<file path="config.mk">
export PLATFORM = sky130hd
export DESIGN_NAME = pmu_key_deserializer_flat
export DESIGN_NICKNAME = d
export VERILOG_FILES = /design/src/rtl/pmu_pkg.sv /design/src/rtl/pmu_key_deserializer_if.sv /design/src/rtl/pmu_key_deserializer_shifter.sv /design/src/rtl/pmu_key_deserializer.sv /design/src/flat_wrapper.sv
export SDC_FILE = /design/constraint.sdc
export NUM_CORES = 1
export LEC_CHECK = 0
export ABC_AREA = 1
export CORE_MARGIN = 1
export CORE_UTILIZATION = 59
export CTS_CLUSTER_SIZE = 10
export DETAILED_ROUTE_END_ITERATION = 8
export HOLD_SLACK_MARGIN = 0.06
export PLACE_DENSITY = 0.93
export SETUP_SLACK_MARGIN = 0.3
export SYNTH_ARGS = -nofsm -noshare
export SYNTH_HDL_FRONTEND = slang
export SYNTH_SLANG_ARGS = --single-unit
</file>
<file path="constraint.sdc">
create_clock -name clk -period 5.1 [get_ports clk]
set_clock_uncertainty 0.15 [all_clocks]
set_input_delay 1.02 -clock clk [delete_from_list [all_inputs] [get_ports clk]]
set_output_delay 1.02 -clock clk [all_outputs]
set_load 0.02 [all_outputs]
</file>
<file path="src/rtl/pmu_pkg.sv">
// Shared types and header field layout for the PMU key deserializer.
package pmu_pkg;

    typedef enum logic [2:0] {
        IDLE,
        HEADER,
        KEY,
        HOLD,
        WAIT_LOW
    } pmu_state_e;

    localparam logic [7:0] LOAD_OPCODE_DEF = 8'hA5;

    localparam int OPC_LSB = 0;
    localparam int LEN_LSB = 8;
    localparam int FLD_W   = 8;

    function automatic int max_int(input int a, input int b);
        return (a > b) ? a : b;
    endfunction

endpackage

</file>
<file path="src/rtl/pmu_key_deserializer_if.sv">
// Serial key-load bus: framed bit stream in, parallel key out with valid/ready.
interface pmu_key_if #(
    parameter int KEY_WIDTH = 256
);
    logic                 data_i;
    logic                 en;
    logic [KEY_WIDTH-1:0] key_o;
    logic                 key_valid;
    logic                 key_ready;
    logic                 busy;
    logic                 hdr_err;
    logic                 frame_abort;

    modport master (
        input  data_i, en, key_ready,
        output key_o, key_valid, busy, hdr_err, frame_abort
    );

    modport slave (
        output data_i, en, key_ready,
        input  key_o, key_valid, busy, hdr_err, frame_abort
    );
endinterface

</file>
<file path="src/rtl/pmu_key_deserializer_shifter.sv">
// Indexed bit-capture register: writes one bit at idx_i per load, clear has priority.
// Latency 1 cycle; no backpressure, the caller owns sequencing.
module pmu_serial_shifter #(
    parameter int WIDTH = 32,
    parameter int IDX_W = $clog2(WIDTH)
) (
    input  logic             clk,
    input  logic             rst,
    input  logic             clr_i,
    input  logic             ld_i,
    input  logic [IDX_W-1:0] idx_i,
    input  logic             bit_i,
    output logic [WIDTH-1:0] q_o
);

    logic [WIDTH-1:0] q_q;
    logic [WIDTH-1:0] q_d;

    always_comb begin
        q_d = q_q;
        if (clr_i) begin
            q_d = '0;
        end else if (ld_i) begin
            q_d[idx_i] = bit_i;
        end
    end

    always_ff @(posedge clk) begin
        if (rst) begin
            q_q <= '0;
        end else begin
            q_q <= q_d;
        end
    end

    assign q_o = q_q;

endmodule

</file>
<file path="src/rtl/pmu_key_deserializer.sv">
// Serial-to-parallel key loader: header check, key presented 1 cycle after its last bit, held until key_ready.
// PMU_KEY_ZEROIZE_EN clears key_o and the shadow after delivery (and the shadow on header errors).
module pmu_key_deserializer
    import pmu_pkg::*;
#(
    parameter int          HEADER_WIDTH = 32,
    parameter int          KEY_WIDTH    = 256,
    parameter logic [7:0]  LOAD_OPCODE  = LOAD_OPCODE_DEF
) (
    input logic     clk,
    input logic     rst,
    pmu_key_if.master bus
);

    localparam int CW  = $clog2(max_int(HEADER_WIDTH, KEY_WIDTH));
    localparam int HIW = $clog2(HEADER_WIDTH);
    localparam int KIW = $clog2(KEY_WIDTH);
    localparam logic [FLD_W-1:0] LEN_WORDS = FLD_W'(KEY_WIDTH / 32);

    pmu_state_e           state_q;
    logic [CW-1:0]        cnt_q;
    logic [KEY_WIDTH-1:0] key_q;
    logic                 key_valid_q;
    logic                 busy_q;
    logic                 hdr_err_q;
    logic                 frame_abort_q;

    logic                    hdr_ld, hdr_clr, key_ld, key_clr;
    logic [HIW-1:0]          hdr_idx;
    logic [HEADER_WIDTH-1:0] hdr_q, hdr_full;
    logic [KEY_WIDTH-1:0]    shd_q, key_full;
    logic                    hdr_last, key_last, hdr_ok;
    logic                    unused_bits;

    // The final bit is merged combinationally so the check/copy happens on the edge that samples it.
    assign hdr_full = {bus.data_i, hdr_q[HEADER_WIDTH-2:0]};
    assign key_full = {bus.data_i, shd_q[KEY_WIDTH-2:0]};
    assign hdr_last = (state_q == HEADER) && bus.en && (cnt_q == CW'(HEADER_WIDTH - 1));
    assign key_last = (state_q == KEY) && bus.en && (cnt_q == CW'(KEY_WIDTH - 1));
    assign hdr_ok   = (hdr_full[OPC_LSB +: FLD_W] == LOAD_OPCODE) &&
                      (hdr_full[LEN_LSB +: FLD_W] == LEN_WORDS);
    assign unused_bits = ^{hdr_q[HEADER_WIDTH-1], shd_q[KEY_WIDTH-1],
                           hdr_full[HEADER_WIDTH-1:2*FLD_W]};

    always_comb begin
        hdr_ld  = 1'b0;
        hdr_clr = 1'b0;
        key_ld  = 1'b0;
        key_clr = 1'b0;
        hdr_idx = cnt_q[HIW-1:0];
        unique case (state_q)
            IDLE: begin
                hdr_ld  = bus.en;
                hdr_idx = '0;
            end
            HEADER: begin
                hdr_ld  = bus.en;
                hdr_clr = !bus.en;
`ifdef PMU_KEY_ZEROIZE_EN
                key_clr = hdr_last && !hdr_ok;
`endif
            end
            KEY: begin
                key_ld  = bus.en;
                key_clr = !bus.en;
            end
            HOLD: begin
`ifdef PMU_KEY_ZEROIZE_EN
                key_clr = bus.key_ready;
`endif
            end
            default: begin
            end
        endcase
    end

    pmu_serial_shifter #(.WIDTH(HEADER_WIDTH), .IDX_W(HIW)) u_hdr (
        .clk   (clk),
        .rst   (rst),
        .clr_i (hdr_clr),
        .ld_i  (hdr_ld),
        .idx_i (hdr_idx),
        .bit_i (bus.data_i),
        .q_o   (hdr_q)
    );

    pmu_serial_shifter #(.WIDTH(KEY_WIDTH), .IDX_W(KIW)) u_key (
        .clk   (clk),
        .rst   (rst),
        .clr_i (key_clr),
        .ld_i  (key_ld),
        .idx_i (cnt_q[KIW-1:0]),
        .bit_i (bus.data_i),
        .q_o   (shd_q)
    );

    always_ff @(posedge clk) begin
        if (rst) begin
            state_q       <= IDLE;
            cnt_q         <= '0;
            key_q         <= '0;
            key_valid_q   <= 1'b0;
            busy_q        <= 1'b0;
            hdr_err_q     <= 1'b0;
            frame_abort_q <= 1'b0;
        end else begin
            hdr_err_q     <= 1'b0;
            frame_abort_q <= 1'b0;
            unique case (state_q)
                IDLE: begin
                    if (bus.en) begin
                        state_q <= HEADER;
                        cnt_q   <= CW'(1);
                        busy_q  <= 1'b1;
                    end
                end
                HEADER: begin
                    if (!bus.en) begin
                        state_q       <= IDLE;
                        cnt_q         <= '0;
                        busy_q        <= 1'b0;
                        frame_abort_q <= 1'b1;
                    end else if (hdr_last) begin
                        cnt_q <= '0;
                        if (hdr_ok) begin
                            state_q <= KEY;
                        end else begin
                            state_q   <= WAIT_LOW;
                            busy_q    <= 1'b0;
                            hdr_err_q <= 1'b1;
                        end
                    end else begin
                        cnt_q <= cnt_q + CW'(1);
                    end
                end
                KEY: begin
                    if (!bus.en) begin
                        state_q       <= IDLE;
                        cnt_q         <= '0;
                        busy_q        <= 1'b0;
                        frame_abort_q <= 1'b1;
                    end else if (key_last) begin
                        state_q     <= HOLD;
                        cnt_q       <= '0;
                        key_q       <= key_full;
                        key_valid_q <= 1'b1;
                    end else begin
                        cnt_q <= cnt_q + CW'(1);
                    end
                end
                HOLD: begin
                    // en is deliberately ignored here: the key stays offered until accepted.
                    if (bus.key_ready) begin
                        state_q     <= WAIT_LOW;
                        key_valid_q <= 1'b0;
                        busy_q      <= 1'b0;
`ifdef PMU_KEY_ZEROIZE_EN
                        key_q       <= '0;
`endif
                    end
                end
                WAIT_LOW: begin
                    if (!bus.en) begin
                        state_q <= IDLE;
                    end
                end
                default: begin
                    state_q     <= IDLE;
                    cnt_q       <= '0;
                    key_valid_q <= 1'b0;
                    busy_q      <= 1'b0;
                end
            endcase
        end
    end

    assign bus.key_o       = key_q;
    assign bus.key_valid   = key_valid_q;
    assign bus.busy        = busy_q;
    assign bus.hdr_err     = hdr_err_q;
    assign bus.frame_abort = frame_abort_q;

endmodule

</file>
<file path="src/flat_wrapper.sv">
// flat-port wrapper written by rule: the top's interface ports become plain ports
module pmu_key_deserializer_flat import pmu_pkg::*;
#(
    parameter int          HEADER_WIDTH = 32,
    parameter int          KEY_WIDTH    = 256,
    parameter logic [7:0]  LOAD_OPCODE  = LOAD_OPCODE_DEF
)
  (clk, rst, bus_data_i, bus_en, bus_key_ready, bus_key_o, bus_key_valid, bus_busy, bus_hdr_err, bus_frame_abort);
  pmu_key_if #(.KEY_WIDTH(KEY_WIDTH)) bus_i ();
  input logic clk;
  input logic rst;
  input wire logic [$bits(bus_i.data_i)-1:0] bus_data_i;
  input wire logic [$bits(bus_i.en)-1:0] bus_en;
  input wire logic [$bits(bus_i.key_ready)-1:0] bus_key_ready;
  output wire logic [$bits(bus_i.key_o)-1:0] bus_key_o;
  output wire logic [$bits(bus_i.key_valid)-1:0] bus_key_valid;
  output wire logic [$bits(bus_i.busy)-1:0] bus_busy;
  output wire logic [$bits(bus_i.hdr_err)-1:0] bus_hdr_err;
  output wire logic [$bits(bus_i.frame_abort)-1:0] bus_frame_abort;
  assign bus_i.data_i = bus_data_i;
  assign bus_i.en = bus_en;
  assign bus_i.key_ready = bus_key_ready;
  assign bus_key_o = bus_i.key_o;
  assign bus_key_valid = bus_i.key_valid;
  assign bus_busy = bus_i.busy;
  assign bus_hdr_err = bus_i.hdr_err;
  assign bus_frame_abort = bus_i.frame_abort;
  pmu_key_deserializer #(.HEADER_WIDTH(HEADER_WIDTH), .KEY_WIDTH(KEY_WIDTH), .LOAD_OPCODE(LOAD_OPCODE)) u_core (.clk(clk), .rst(rst), .bus(bus_i));
endmodule
</file>
==> results.toml, run 1 <==
[global_routing]
use_met1 = 0.441
grt_overflow = 0
gr-max-usage-layer = "met2"
met3_usage = 0.0676
grtUsageMet2 = 0.542
antenna_found_initial = 0
grt_usage = 0.343
grt_pass1_wl_um = 97900
grt_max_degree = 261
grt_pass1_vias = 18700

[critical_path]
slowest_stage = "inv_1"
cp.arrival_ns = 3.90
startpoint = "bus_en"
path_max_fanout = 17
crit_path_max_incr_delay_ns = 1.04
critPathRequiredTime_ns = 5.36
critPathKind = "primary input to register"
end_kind = "register"
timing.rr.start = "u_core.cnt_q[1]"
critPathTopFamily = "buffers and inverters"
path_cells = "clkdlybuf4s50_1 -> inv_2 -> nor2_8 -> nand2_1 -> inv_1 -> a31oi_1"
crit_path_start_kind = "primary input"
critPathBufInv = 3

[yosys]
netlist_area_um2 = 20600
synth_top_area_frac = 0.528
syn-instance-count = 2657
yosys_warnings = 0
synth_area_leaders = "dfxtp_1 53%, o21ai_0 11%, nor2_1 8.1%"
postSynthAreaPerCell_um2 = 7.74
yosysTopAreaCell = "dfxtp_1"
ys_seq_elements = 542
synth_most_common_cell = "dfxtp_1"
syn_nets = 2666
synth_flop_cell = "dfxtp_1"
seq_area_frac_synth = 0.528
synth-edff-count = 0
async_flop_share = 0
yosys-top-cells-count = "542 x dfxtp_1, 464 x o21ai_0, 441 x nor2_1"
yosysUniqueCellTypes = 33

[timing]
slew-limit-headroom = 0.156
setup_viol = 0
worst_pin_slew_ns = 1.27
hold_slack_ns = 0.301
timing.final.crit_share = 0.714
final.min_clock_period_ns = 3.64
tns_ns = 0
slew_violations = 0
final_hold_viol_count = 0
fmax_ghz = 0.274
rsz0062_at_grt = "false"

[routing]
drtIter0Drc = 3002
first_pass_iters = 8
drt_wl_total_um = 64200
ant_nets = 0
dr_total_vias = 20100
via_per_inst = 6.18
wl_per_cell_um = 19.7
drc_errors = 0

[clocking]
htree_levels = 2
numCtsBuffers = 60
clkTransAtPathRegs_ns = 0.05
clock_path_buffers = 3
ctsResizeCount = 0
cts_tree = "yes"
cts_setup_buffers = 0
clkLatencyLatePin_ns = 0.58
hold_buffers = 0
cts.sinks = 542
cts-root-buf = "clkbuf_16"

[floorplan]
boundaryPins = 265
die_w_um = 189
fp-row-count = 67
core_um2 = 33900
initial_utilization = 0.607
die_area_um2 = 35600
die_h_um = 189

[placed_design]
placedInstanceArea_um2 = 23000
port_buffers = 264
gp_congestion = 0.917
dp_hpwl_um = 38200

[cells_and_area]
nNetsFinal = 2811
drive_gt1_frac = 0.0399
diodes = 0
post-route-util = 0.728
design_area_um2 = 24700
fillers = 2324
area_growth_pct = 20.0

[worst_hold_path]
min-delay-start = "u_core.u_key.q_o[158]"
min_path_type = "register to register"

[pwr]
clockPowerShare = 0.453
p_int_uw = 6450
powerDensity_nw_per_um2 = 333
power_frac_seq = 0.518
p_leak_uw = 0.00883
switchingPower_uw = 1770
p_comb_frac = 0.029
swShare = 0.215
peakVddDrop_mv = 0.334

[flow_run]
maxCapViolCount = 0

[status]
outcome = "finished, final reports clean"
-- final cells by class --
| type | instances | area (µm²) | share of cell area |
|---|---|---|---|
| Tap cell | 448 | 561 | 0.0227 |
| Clock buffer | 65 | 1580 | 0.0642 |
| Inverter | 208 | 797 | 0.0323 |
| Clock inverter | 2 | 21.3 | 0.000862 |
| Multi-Input combinational cell | 1709 | 8030 | 0.325 |
| Sequential cell | 542 | 10900 | 0.440 |
| Timing Repair Buffer | 281 | 2830 | 0.115 |
-- through the flow --
step | worst slack, ns | power [µW] | std cells
6_report | 1.46 | 8220 | 3255
2_1_floorplan | 2.83 | 4510 | 2657
4_1_cts | 1.65 | 8200 | 3254
3_5_place_dp | 1.07 | 4570 | 3187
5_1_grt | 1.40 | 8410 | 3255
3_3_place_gp | 1.08 | 4570 | 3187
-- routing by layer --
metal	wire length (µm)	part of all wire
met1	24100	0.37
met2	29000	0.45
met3	7720	0.12
met4	3420	0.053
met5	0	0
-- power groups by stage --
stage | clock network (µW) | registers [µW] | logic, µW
after floorplan | 0 | 4340 | 164
after global placement | 0 | 4340 | 223
after detailed placement | 0 | 4340 | 227
after CTS | 3720 | 4250 | 229
after global routing | 3900 | 4250 | 256
final | 3720 | 4250 | 238
-- sequential cells by signal, indices dropped and copies added (netlist names) --
register,cells
u_core.bus.key_valid,1
u_core.bus.key_o,256
u_core.u_hdr.q_o,16
u_core.bus.busy,1
u_core.cnt_q,8
u_core.u_key.q_o,255
u_core.bus.hdr_err,1
u_core.state_q,3
u_core.bus.frame_abort,1
-- tightest hold or removal path, delay by kind of cell, from the launching register on --
kind | cells | cell delay, ns
flops | 1 | 0.29
buf+inv | 1 | 0.06
compound gates | 1 | 0.05
-- final timing paths --
path	endpoint	slack (ns)	cells after the start
setup / recovery	u_core.u_key.q_o[157]	1.46	6
hold / removal	u_core.bus.key_o[158]	0.30	2
setup reg to reg	u_core.bus.key_o[192]	1.81	8
hold reg to reg	u_core.bus.key_o[158]	0.30	2
-- cells by family (layout without fill, tap and decap cells) --
| logic type | count (synthesis) | in the layout | synth area share |
|---|---|---|---|
| xor gates and xnor gates | 3 | 3 | 0.00128 |
| adders and majority gates | 4 | 4 | 0.00243 |
| buffers and inverters | 406 | 556 | 0.0824 |
| AOI/OAI and AO/OA | 865 | 865 | 0.221 |
| DFF | 542 | 542 | 0.528 |
| and+or+nand+nor | 837 | 837 | 0.165 |
-- layout by cell type (no fill, tap or decap), types with 2 or more instances in the layout --
master and count:
inv_4 2, nand4_1 3, nand3_1 27, clkbuf_8 2, inv_1 184, ha_1 4, nor2_4 3, xor2_1 3
nor2_2 3, clkinv_2 2, a31oi_1 83, clkbuf_16 62, nand2_1 259, clkinv_1 9, buf_4 14, nand3_4 2
nand3b_1 2, dfxtp_1 542, a21oi_1 254, nor3_1 94, clkdlybuf4s50_1 263, o21ai_0 464, nor2_1 440, buf_12 3
o21ai_1 18, inv_6 2, o21bai_1 44, inv_2 10
No activity file was read; power rests on OpenSTA's default activity.
==> inputs of run 2 (changes only) <==
Settings changed: CORE_UTILIZATION 59 to 50, PLACE_DENSITY 0.93 to 0.85.
Clock period 5.1 ns to 3.21 ns, I/O delays scaled along.
==> results.toml, run 2 (synthesized netlist as in run 1, its figures left out) <==
[status]
outcome = "finished, final reports clean"

[timing]
post-route-worst-setup-slack_ns = 0.580
worst_pin_slew_ns = 0.800
rsz0062_at_grt = "false"
final_hold_viol_count = 0
setup_viol = 0
timing.final.crit_share = 0.819
final.min_clock_period_ns = 2.63
slew_violations = 0
hold_slack_ns = 0.295
slew-limit-headroom = 0.466
fmax_ghz = 0.380
tns_ns = 0

[placed_design]
gp_congestion = 0.896
dp_cells = 3316
port_buffers = 264
dp_hpwl_um = 41500
post-place-ws_ns = 0.242

[critical_path]
critPathTopFamily = "simple AND/OR/NAND/NOR gates"
crit_path_max_incr_delay_ns = 0.53
critPathKind = "register to register"
path_max_fanout = 65
end_kind = "register"
cp.arrival_ns = 3.03
critPathBufInv = 3
cpMostUsedCell = "buf_12"
path_cells = "ha_1 -> inv_1 -> nor2_2 -> nand2_1 -> nor2_4 -> buf_12 -> buf_12 -> o21ai_0 -> a21oi_1"
critPathRequiredTime_ns = 3.61
crit_path_start_kind = "register"
slowest_stage = "dfxtp_1"

[pwr]
total_power_uw = 13100
peakVddDrop_mv = 0.420
powerDensity_nw_per_um2 = 519
p_leak_uw = 0.00913

[cells_and_area]
diodes = 0
mostFrequentLayoutCells = "542 x dfxtp_1, 464 x o21ai_0, 440 x nor2_1, 263 x clkdlybuf4s50_1, 259 x nand2_1"
stdcell_count = 3383
drive_gt1_frac = 0.0574
area_growth_pct = 23.1
final_common_cell = "dfxtp_1"
largest_reg_flops = 256
nNetsFinal = 2862

[floorplan]
die_h_um = 205
die_w_um = 205
initial_utilization = 0.513
boundaryPins = 265
core_um2 = 40100
die_area_um2 = 41900
fp-row-count = 73

[routing]
ant_nets = 0
dr_total_vias = 19500
drt_wl_total_um = 65400
wl_per_cell_um = 19.3
via_per_inst = 5.75
drc_errors = 0
first_pass_iters = 6
drtIter0Drc = 2052

[global_routing]
grt_usage = 0.304
grt_overflow = 0
antenna_found_initial = 0
grt_pass1_vias = 18200
grt_max_degree = 152
grt_pass1_wl_um = 100000

[clocking]
cts.sinks = 542
clock_path_buffers = 3
cts_setup_buffers = 0
hold_buffers = 0
cts_tree = "yes"
htree_levels = 2
cts-root-buf = "clkbuf_16"
numCtsBuffers = 60
clkLatencyLatePin_ns = 0.62
clkTransAtPathRegs_ns = 0.06
ctsResizeCount = 0

[flow_run]
maxCapViolCount = 0

[worst_hold_path]
min_path_type = "register to register"
## run 2: metrics by stage
| stage | instance area, µm² | util |
|---|---|---|
| floorplan | 20600 | - |
| global placement | 23700 | 0.591 |
| detailed placement | 23700 | 0.591 |
| CTS | 25300 | 0.631 |
| global route | 25300 | 0.631 |
| finish | 25300 | 0.631 |
## run 2: cell type report
type                    count  area (µm²)
clock inverters             3        47.5
fillers                  3261       14800
inverters                 208         797
multi-input cells        1709        8040
well taps                 525         657
repair buffers            332        3380
clock buffers              64        1550
flip-flops and latches    542       10900
## run 2: worst min-delay path, cell delays in order (launching register included)
cell and delay [ns]:
dfxtp_1 0.30, inv_1 0.06, a21oi_1 0.05
## run 2: per-layer routing
layer  vias to the layer above  track usage  share of wire
met5                         -            0              0
met4                         0        0.160          0.050
met3                       218       0.0595          0.090
li1                       9130            -              -
met2                      1019        0.473           0.45
met1                      9087        0.399           0.41
## run 2: final timing paths
check	start	to	slack, ns	cells after the start
worst min register to register	u_core.u_key.q_o[145]	u_core.bus.key_o[145]	0.29	2
worst max-delay path	u_core.cnt_q[1]	u_core.bus.key_o[169]	0.58	9
worst min-delay path	u_core.u_key.q_o[145]	u_core.bus.key_o[145]	0.29	2
worst max register to register	u_core.cnt_q[1]	u_core.bus.key_o[169]	0.58	9
## run 2: power by group
group | total (µW) | switching [µW] | internal, µW
Sequential | 6760 | 15.9 | 6740
Combinational | 405 | 304 | 101
Clock | 5970 | 2540 | 3420
Total | 13100 | 2860 | 10300
